==> src/rtl/mul_issue_unit_pkg.sv <==
// rtl/mul_issue_unit_pkg.sv - shared encodings and parameter bounds for the multiplier issue unit
package mul_issue_unit_pkg;

  localparam int TAG_W_DEFAULT = 5;
  localparam int LATENCY_MIN   = 1;
  localparam int LATENCY_MAX   = 15;

  typedef enum logic [1:0] {
    ST_IDLE = 2'd0,
    ST_WAIT = 2'd1,
    ST_DONE = 2'd2
  } state_t;

endpackage

==> src/rtl/mul_issue_unit_multiplier.sv <==
// rtl/mul_issue_unit_multiplier.sv - combinational 32x32 signed multiplier core
module Multiplier (
  input  logic [31:0] multiplier,
  input  logic [31:0] multiplicand,
  output logic [31:0] product
);

  logic signed [63:0] full_product;
  logic               unused_mid_bits;

  // Full signed product; only the sign bit and the low 31 bits leave the core.
  assign full_product    = $signed(multiplier) * $signed(multiplicand);
  assign product         = {full_product[63], full_product[30:0]};
  assign unused_mid_bits = ^full_product[62:31];

endmodule

==> src/rtl/mul_issue_unit.sv <==
// rtl/mul_issue_unit.sv - valid/ready issue and capture wrapper around the multicycle multiplier core
module mul_issue_unit
  import mul_issue_unit_pkg::*;
#(
  parameter int LATENCY = 2,
  parameter int TAG_W   = TAG_W_DEFAULT
) (
  input  logic             clk,
  input  logic             reset,
  input  logic             in_valid,
  output logic             in_ready,
  input  logic [31:0]      in_a,
  input  logic [31:0]      in_b,
  input  logic [TAG_W-1:0] in_tag,
  input  logic             flush,
  output logic             out_valid,
  input  logic             out_ready,
  output logic [31:0]      out_result,
  output logic [TAG_W-1:0] out_tag,
  output logic             busy
);

  if (LATENCY < LATENCY_MIN || LATENCY > LATENCY_MAX) begin : g_latency_check
    $error("mul_issue_unit: LATENCY must lie within 1..15");
  end

  localparam logic [3:0] CNT_INIT = 4'(LATENCY - 1);

  state_t           state_q, state_d;
  logic [3:0]       cnt_q, cnt_d;
  logic [31:0]      op_a_q, op_a_d;
  logic [31:0]      op_b_q, op_b_d;
  logic [TAG_W-1:0] op_tag_q, op_tag_d;
  logic [31:0]      res_q, res_d;
  logic [TAG_W-1:0] tag_q, tag_d;
  logic [31:0]      core_result;
  logic             can_accept;
  logic             accept;

  // Core sees only the held operand registers, so its inputs move on accept edges alone.
  Multiplier u_core (
    .multiplier   (op_a_q),
    .multiplicand (op_b_q),
    .product      (core_result)
  );

  // Reset is applied only on the port; while reset is high the flops ignore accept anyway.
  assign can_accept = !flush && (state_q == ST_IDLE || (state_q == ST_DONE && out_ready));
  assign accept     = in_valid && can_accept;
  assign in_ready   = !reset && can_accept;
  assign out_valid  = (state_q == ST_DONE);
  assign busy       = (state_q != ST_IDLE);
  assign out_result = res_q;
  assign out_tag    = tag_q;

  // Next-state, counter and capture logic; flush overrides every transition.
  always_comb begin
    state_d  = state_q;
    cnt_d    = cnt_q;
    op_a_d   = op_a_q;
    op_b_d   = op_b_q;
    op_tag_d = op_tag_q;
    res_d    = res_q;
    tag_d    = tag_q;
    if (flush) begin
      state_d = ST_IDLE;
    end else begin
      case (state_q)
        ST_IDLE: begin
          if (accept) begin
            op_a_d   = in_a;
            op_b_d   = in_b;
            op_tag_d = in_tag;
            cnt_d    = CNT_INIT;
            state_d  = ST_WAIT;
          end
        end
        ST_WAIT: begin
          if (cnt_q == 4'd0) begin
            res_d   = core_result;
            tag_d   = op_tag_q;
            state_d = ST_DONE;
          end else begin
            cnt_d = cnt_q - 4'd1;
          end
        end
        ST_DONE: begin
          if (out_ready) begin
            if (accept) begin
              op_a_d   = in_a;
              op_b_d   = in_b;
              op_tag_d = in_tag;
              cnt_d    = CNT_INIT;
              state_d  = ST_WAIT;
            end else begin
              state_d = ST_IDLE;
            end
          end
        end
        default: state_d = ST_IDLE;
      endcase
    end
  end

  // State and datapath registers with asynchronous reset.
  always_ff @(posedge clk or posedge reset) begin
    if (reset) begin
      state_q  <= ST_IDLE;
      cnt_q    <= 4'd0;
      op_a_q   <= 32'd0;
      op_b_q   <= 32'd0;
      op_tag_q <= '0;
      res_q    <= 32'd0;
      tag_q    <= '0;
    end else begin
      state_q  <= state_d;
      cnt_q    <= cnt_d;
      op_a_q   <= op_a_d;
      op_b_q   <= op_b_d;
      op_tag_q <= op_tag_d;
      res_q    <= res_d;
      tag_q    <= tag_d;
    end
  end

endmodule

==> config.mk <==
export PLATFORM = sky130hd
export DESIGN_NAME = mul_issue_unit
export DESIGN_NICKNAME = d
export VERILOG_FILES = /design/src/rtl/mul_issue_unit_pkg.sv /design/src/rtl/mul_issue_unit_multiplier.sv /design/src/rtl/mul_issue_unit.sv
export SDC_FILE = /design/constraint.sdc
export NUM_CORES = 2
export LEC_CHECK = 0
export ABC_AREA = 1
export ABC_CLOCK_PERIOD_IN_PS = 12100
export BUFFER_PORTS_ARGS = -buffer_cell sky130_fd_sc_hd__buf_2
export CAP_MARGIN = 20
export CORE_MARGIN = 2
export CORE_UTILIZATION = 65
export CTS_BUF_LIST = sky130_fd_sc_hd__clkbuf_2
export DETAILED_ROUTE_END_ITERATION = 16
export GPL_TIMING_DRIVEN = 0
export PLACE_DENSITY = 0.83
export SYNTH_ARGS = -nofsm -noshare
export SYNTH_HDL_FRONTEND = slang
export SYNTH_SLANG_ARGS = --single-unit
==> constraint.sdc <==
create_clock -name clk -period 12.1 [get_ports clk]
set_input_delay 1.21 -clock clk [delete_from_list [all_inputs] [get_ports clk]]
set_output_delay 1.21 -clock clk [all_outputs]
set_load 0.005 [all_outputs]
# Yosys cells after proc, flatten, opt, wreduce, memory -nomap -nowiden

Index checks and enable logic that the tools add are counted.

Flip-flop bits (word level): 112
Output and inout port bits: 40
Logic and storage cells: 52

Add/sub/neg operators: 1
Multipliers: 1
Eq/ne operators: 7
Muxes and demuxes: 19
Bitwise operators: 1
Reduce and logical (&&, ||, !) cells: 16

Operators by type and width:

| operator              | number |
|---|---|
| $mux W32              | 4 |
| $pmux W32 S2          | 2 |
| $mul A32 B32 Y64      | 1 |
| $mux W4               | 3 |
| $pmux W4 S3           | 1 |
| $mux W5               | 2 |
| $pmux W5 S2           | 1 |
| $reduce_and A3 Y1     | 3 |
| $mux W2               | 4 |
| $ne A3 B3 Y1 const B  | 2 |
| $pmux W2 S3           | 1 |
| $logic_and A1 B1 Y1   | 4 |
| $logic_not A4 Y1      | 1 |
| $reduce_and A4 Y1     | 1 |
| $reduce_bool A2 Y1    | 2 |
| $sub A4 B1 Y4 const B | 1 |
| $ne A3 B2 Y1 const B  | 1 |
| $reduce_bool A3 Y1    | 1 |
| $eq A2 B1 Y1 const B  | 1 |
| $eq A2 B2 Y1 const B  | 1 |
| $logic_not A1 Y1      | 2 |
| $logic_not A2 Y1      | 1 |
| $ne A2 B1 Y1 const B  | 1 |
| $ne A2 B2 Y1 const B  | 1 |
| other kinds (3)       | 3 |

# Logic depth before layout (Yosys ltp)

Word-level depth: 9
Gate-level depth with buffers: 35
Mapped depth without buffers: 33

# By module

A second synthesis with hierarchy kept.

Cells, all modules: 4,874
Area total of the unflattened synthesis: 40,697.8 um^2

Modules (own cells, without submodules):

| module         | instances | cells each | area each (um^2) | sequential area each (um^2) |
|---|---|---|---|---|
| Multiplier     | 1         | 4,384      | 36,094.6         | 0.0 |
| mul_issue_unit | 1         | 490        | 4,603.2          | 2,802.7 |

# Worst setup path after synthesis

Ideal clock, no wire load.

Path kind: register -> register
Start: register op_a_q[31]
End: register res_q[31] (netlist: out_result[31])
Data arrival time: 6,919 ps
Data required time: 11,985 ps
Setup slack: 5,065 ps
Cell stages (with the launch flop): 31
Path buffers: 2
Period minus slack after synthesis: 7,035 ps
Path through: dfrtp_1 > clkbuf_1 > clkbuf_1 > nand2_1 > inv_1 > fa_1 > inv_1 > fa_1 > inv_1 > fa_1 > fa_1 > inv_1 > fa_1 > inv_1 > fa_1 > inv_1 > fa_1 > inv_1 > fa_1 > ha_1 > a21oi_1 > o21a_1 > nand2_1 > nand2_1 > nand2_1 > nor2_1 > nand2_2 > inv_2 > nand2_2 > nand3_2 > nand2_2

Word-level cells in the longest chain between the ends: 1

RTL lines:

| item                   | RTL line                        | source |
|---|---|---|
| from (decl)            | mul_issue_unit.sv:31            | `logic [31:0] op_a_q, op_a_d;` |
| from (signal assigned) | mul_issue_unit.sv:118           | `op_a_q <= op_a_d;` |
| $mul A32 B32 Y64       | mul_issue_unit_multiplier.sv:12 | `assign full_product = $signed(multiplier) * $signed(multiplicand);` |
| to (signal assigned)   | mul_issue_unit.sv:121           | `res_q <= res_d;` |
| to (decl)              | mul_issue_unit.sv:34            | `logic [31:0] res_q, res_d;` |

Every way passes these cells.
A chain may end at the register's enable or synchronous reset.

# Final worst setup path

Start: register op_b_q[7]
End: register res_q[31] (netlist: out_result[31])

Word-level cells in the longest chain between the ends: 1

RTL lines:

| item                   | RTL line                        | source |
|---|---|---|
| from (decl)            | mul_issue_unit.sv:32            | `logic [31:0] op_b_q, op_b_d;` |
| from (signal assigned) | mul_issue_unit.sv:119           | `op_b_q <= op_b_d;` |
| $mul A32 B32 Y64       | mul_issue_unit_multiplier.sv:12 |  |

Every way passes these cells.

==> impl_results.md <==
- Status: finished, final reports clean
- Post-synthesis sequential area ratio: 0.06912
- Area Growth Syn to Fin: 4.949%
- Port bufs: about 110
- DIE AREA: 0.06440 mm^2
- Hold buffer count at cts: 0
- Crit end category: flip-flop
- Final setup violation count: 0
- CTS Buf Count: 9
- Global route total overflow: 0
- DIE HEIGHT: 253.8 um
- Post-synthesis cell type count: 44
- Worst Path Max Fanout: 10
- Final Slew Violations: 0
- Post-Synthesis Mean Instance Area: 8.294 um^2
- Final period utilization: 0.8395
- CTS tree: done
- Asr flop ratio synth: 1.000
- Most common cell after layout, fill and taps aside: inv_1
- Syn Nets: a little over 6000
- Fin Setup TNS: 0 ns
- Crit start category: flip-flop
- WS Path Type: flip-flop to flip-flop
- Critical path arrival: 10.82 ns
- Core area: 0.06171 mm^2
- Detailed-route via count: 32700
- Post-CTS setup buffers: 0
- Max_cap viols: 0
- RSZ-0062 raised after global routing: false
- Clock latency at the later pin of the worst-skew pair: 0.81 ns
- DRC Markers: 0
- Largest net degree at the start of global routing: 59
- Initial antenna violation count: 9
- Ports: about 110
- Routed wire per std cell: ~25 um
- All-Layer GR Usage: 0.4774
- ANT nets after route: 0
- Main synth FF type: dfrtp_1
- Resize count post-CTS: 0
- Fin crit period: 10.16 ns
- Seq cells post-synth: about 110
- Layout fillers: 5014
- Starting Density: 0.6571
- Critical path's most frequent cell: fa_1
- Vias per std cell: 5.566
- Clk root buf: clkbuf_2
- Crit-path slowest cell: clkbuf_1
- Maximum root-to-sink buffer count: 2
- Most frequent cells in the layout: inv_1 (1527), nand2_1 (1397), fa_1 (1082)
- First-pass GRT wire length: between 200 and 250 mm
- Rel. slew slack: 0.08989
- Vias in the first global route: 34890
- Routed WL: 144.5 mm
- 1st-pass router iterations: 6
- Hold Crit Class: input port to async pin
- Worst-path clk slew: 0.47 ns
- Slew @ Worst Pin: 1.365 ns
- Fraction of layout cells with a size suffix above 1: 0.03973
- Final hold violation count: 0
- Mapped Cells: 4889
- Die width: 253.8 um
- H-tree Lvls: 3
- Post-synth EDFFs: 0
- # nets final: 6371
- CP peak stage delay: 0.90 ns
- Starting DRT DRC Count: 3422
- # rows: 91
- YS warnings: 0
- Setup Skew: roughly 0.11 ns
- Critical Path RT: 12.76 ns
- Mapped cell area: 0.04055 mm^2
- Detail Placement HPWL: 122.0 mm
- CTS sink cnt: 112
- Fmax: between 90 and 100 MHz
- RePlAce Congestion: 1.084
[cell families after synthesis]
logic type,synth area share
AND/OR/NAND/NOR,0.1529
flip-flops,0.06912
XOR/XNOR,0.003672
buffers and inverters,0.1676
AO/OA/AOI/OAI,0.01518
adder cells (fa/ha/maj),0.5916
[final cells by class]
cell class / count / area, um^2 / share of cell area
clock inverters: 7 / 83.83 / 0.001970
diodes: 4 / 10.01 / 0.0002352
flip-flops and latches: 112 / 2803 / 0.06586
inverters: 1537 / 5774 / 0.1357
multi-input cells: 2971 / 30950 / 0.7273
plain buffers: 269 / 1026 / 0.02411
clock buffers: 9 / 45.04 / 0.001058
well taps: 837 / 1047 / 0.02461
repair buffers: 129 / 815.8 / 0.01917
[critical path: cells and delay by family, from the launching register on]
family	cells	cell delay, ns
DFF	1	0.41
buffers and inverters	9	2.82
and+or+nand+nor	10	2.01
adders and majority gates	9	4.82
[per-layer routing]
metal / global-route usage / wire length (um) / vias to the layer above
met1: 0.5826 / 49200 / 16210
met2: 0.7045 / 61730 / 2204
met4: 0.3782 / 15370 / 6
met3: 0.1523 / 18190 / 669
li1: - / - / 13610
met5: 0 / 39 / -
[sequential cells by signal, summed over array words and instances, names as in the netlist]
register	cells
op_tag_q	5
out_tag	5
op_a_q	32
cnt_q	4
out_result	32
state_q	2
op_b_q	32
[synthesized netlist by cell type (6+ instances only)]
cell type | number | area share
a31oi_1 | 7 | 0.0011
or2_1 | 6 | 0.00093
nand2_1 | 1397 | 0.13
buf_1 | 6 | 0.00056
nor3_1 | 7 | 0.00086
fa_1 | 1082 | 0.53
ha_1 | 186 | 0.057
inv_1 | 1528 | 0.14
xnor2_1 | 10 | 0.0022
o21ai_0 | 33 | 0.0041
nand3_1 | 29 | 0.0036
nand3_2 | 6 | 0.0015
xor2_1 | 7 | 0.0015
nand2_2 | 15 | 0.0023
nand4_1 | 21 | 0.0032
dfrtp_1 | 112 | 0.069
clkbuf_1 | 257 | 0.024
a21oi_1 | 42 | 0.0052
nor2_1 | 76 | 0.0070
inv_2 | 8 | 0.00074
[per-stage QoR]
stage	setup slack, ns	util	area [um^2]	hold WS (ns)	std cells
final	1.942	0.6896	42560	0.3590	5875
after global routing	1.842	0.6895	42550	0.3207	5873
after CTS	2.069	0.6872	42410	0.3223	5861
after detailed placement	2.150	0.6851	42280	0.4619	5845
after global placement	2.304	0.6832	42160	0.4560	5839
after floorplan	5.065	-	40550	0.4422	4889
[final timing paths]
path,startpoint,to,slack (ns),depth (start not counted)
min in group clk,op_tag_q[4],out_tag[4],0.48,2
worst max register to register,op_b_q[7],out_result[31],1.94,28
worst max-delay path,op_b_q[7],out_result[31],1.94,28
worst min-delay path,reset,op_a_q[5],0.36,2
worst min register to register,op_tag_q[4],out_tag[4],0.48,2
max in group asynchronous,reset,op_a_q[19],10.97,3
Power is left out: the tool's default activity adds up to more than one toggle a clock period on the data nets, which glitch-free logic cannot reach.
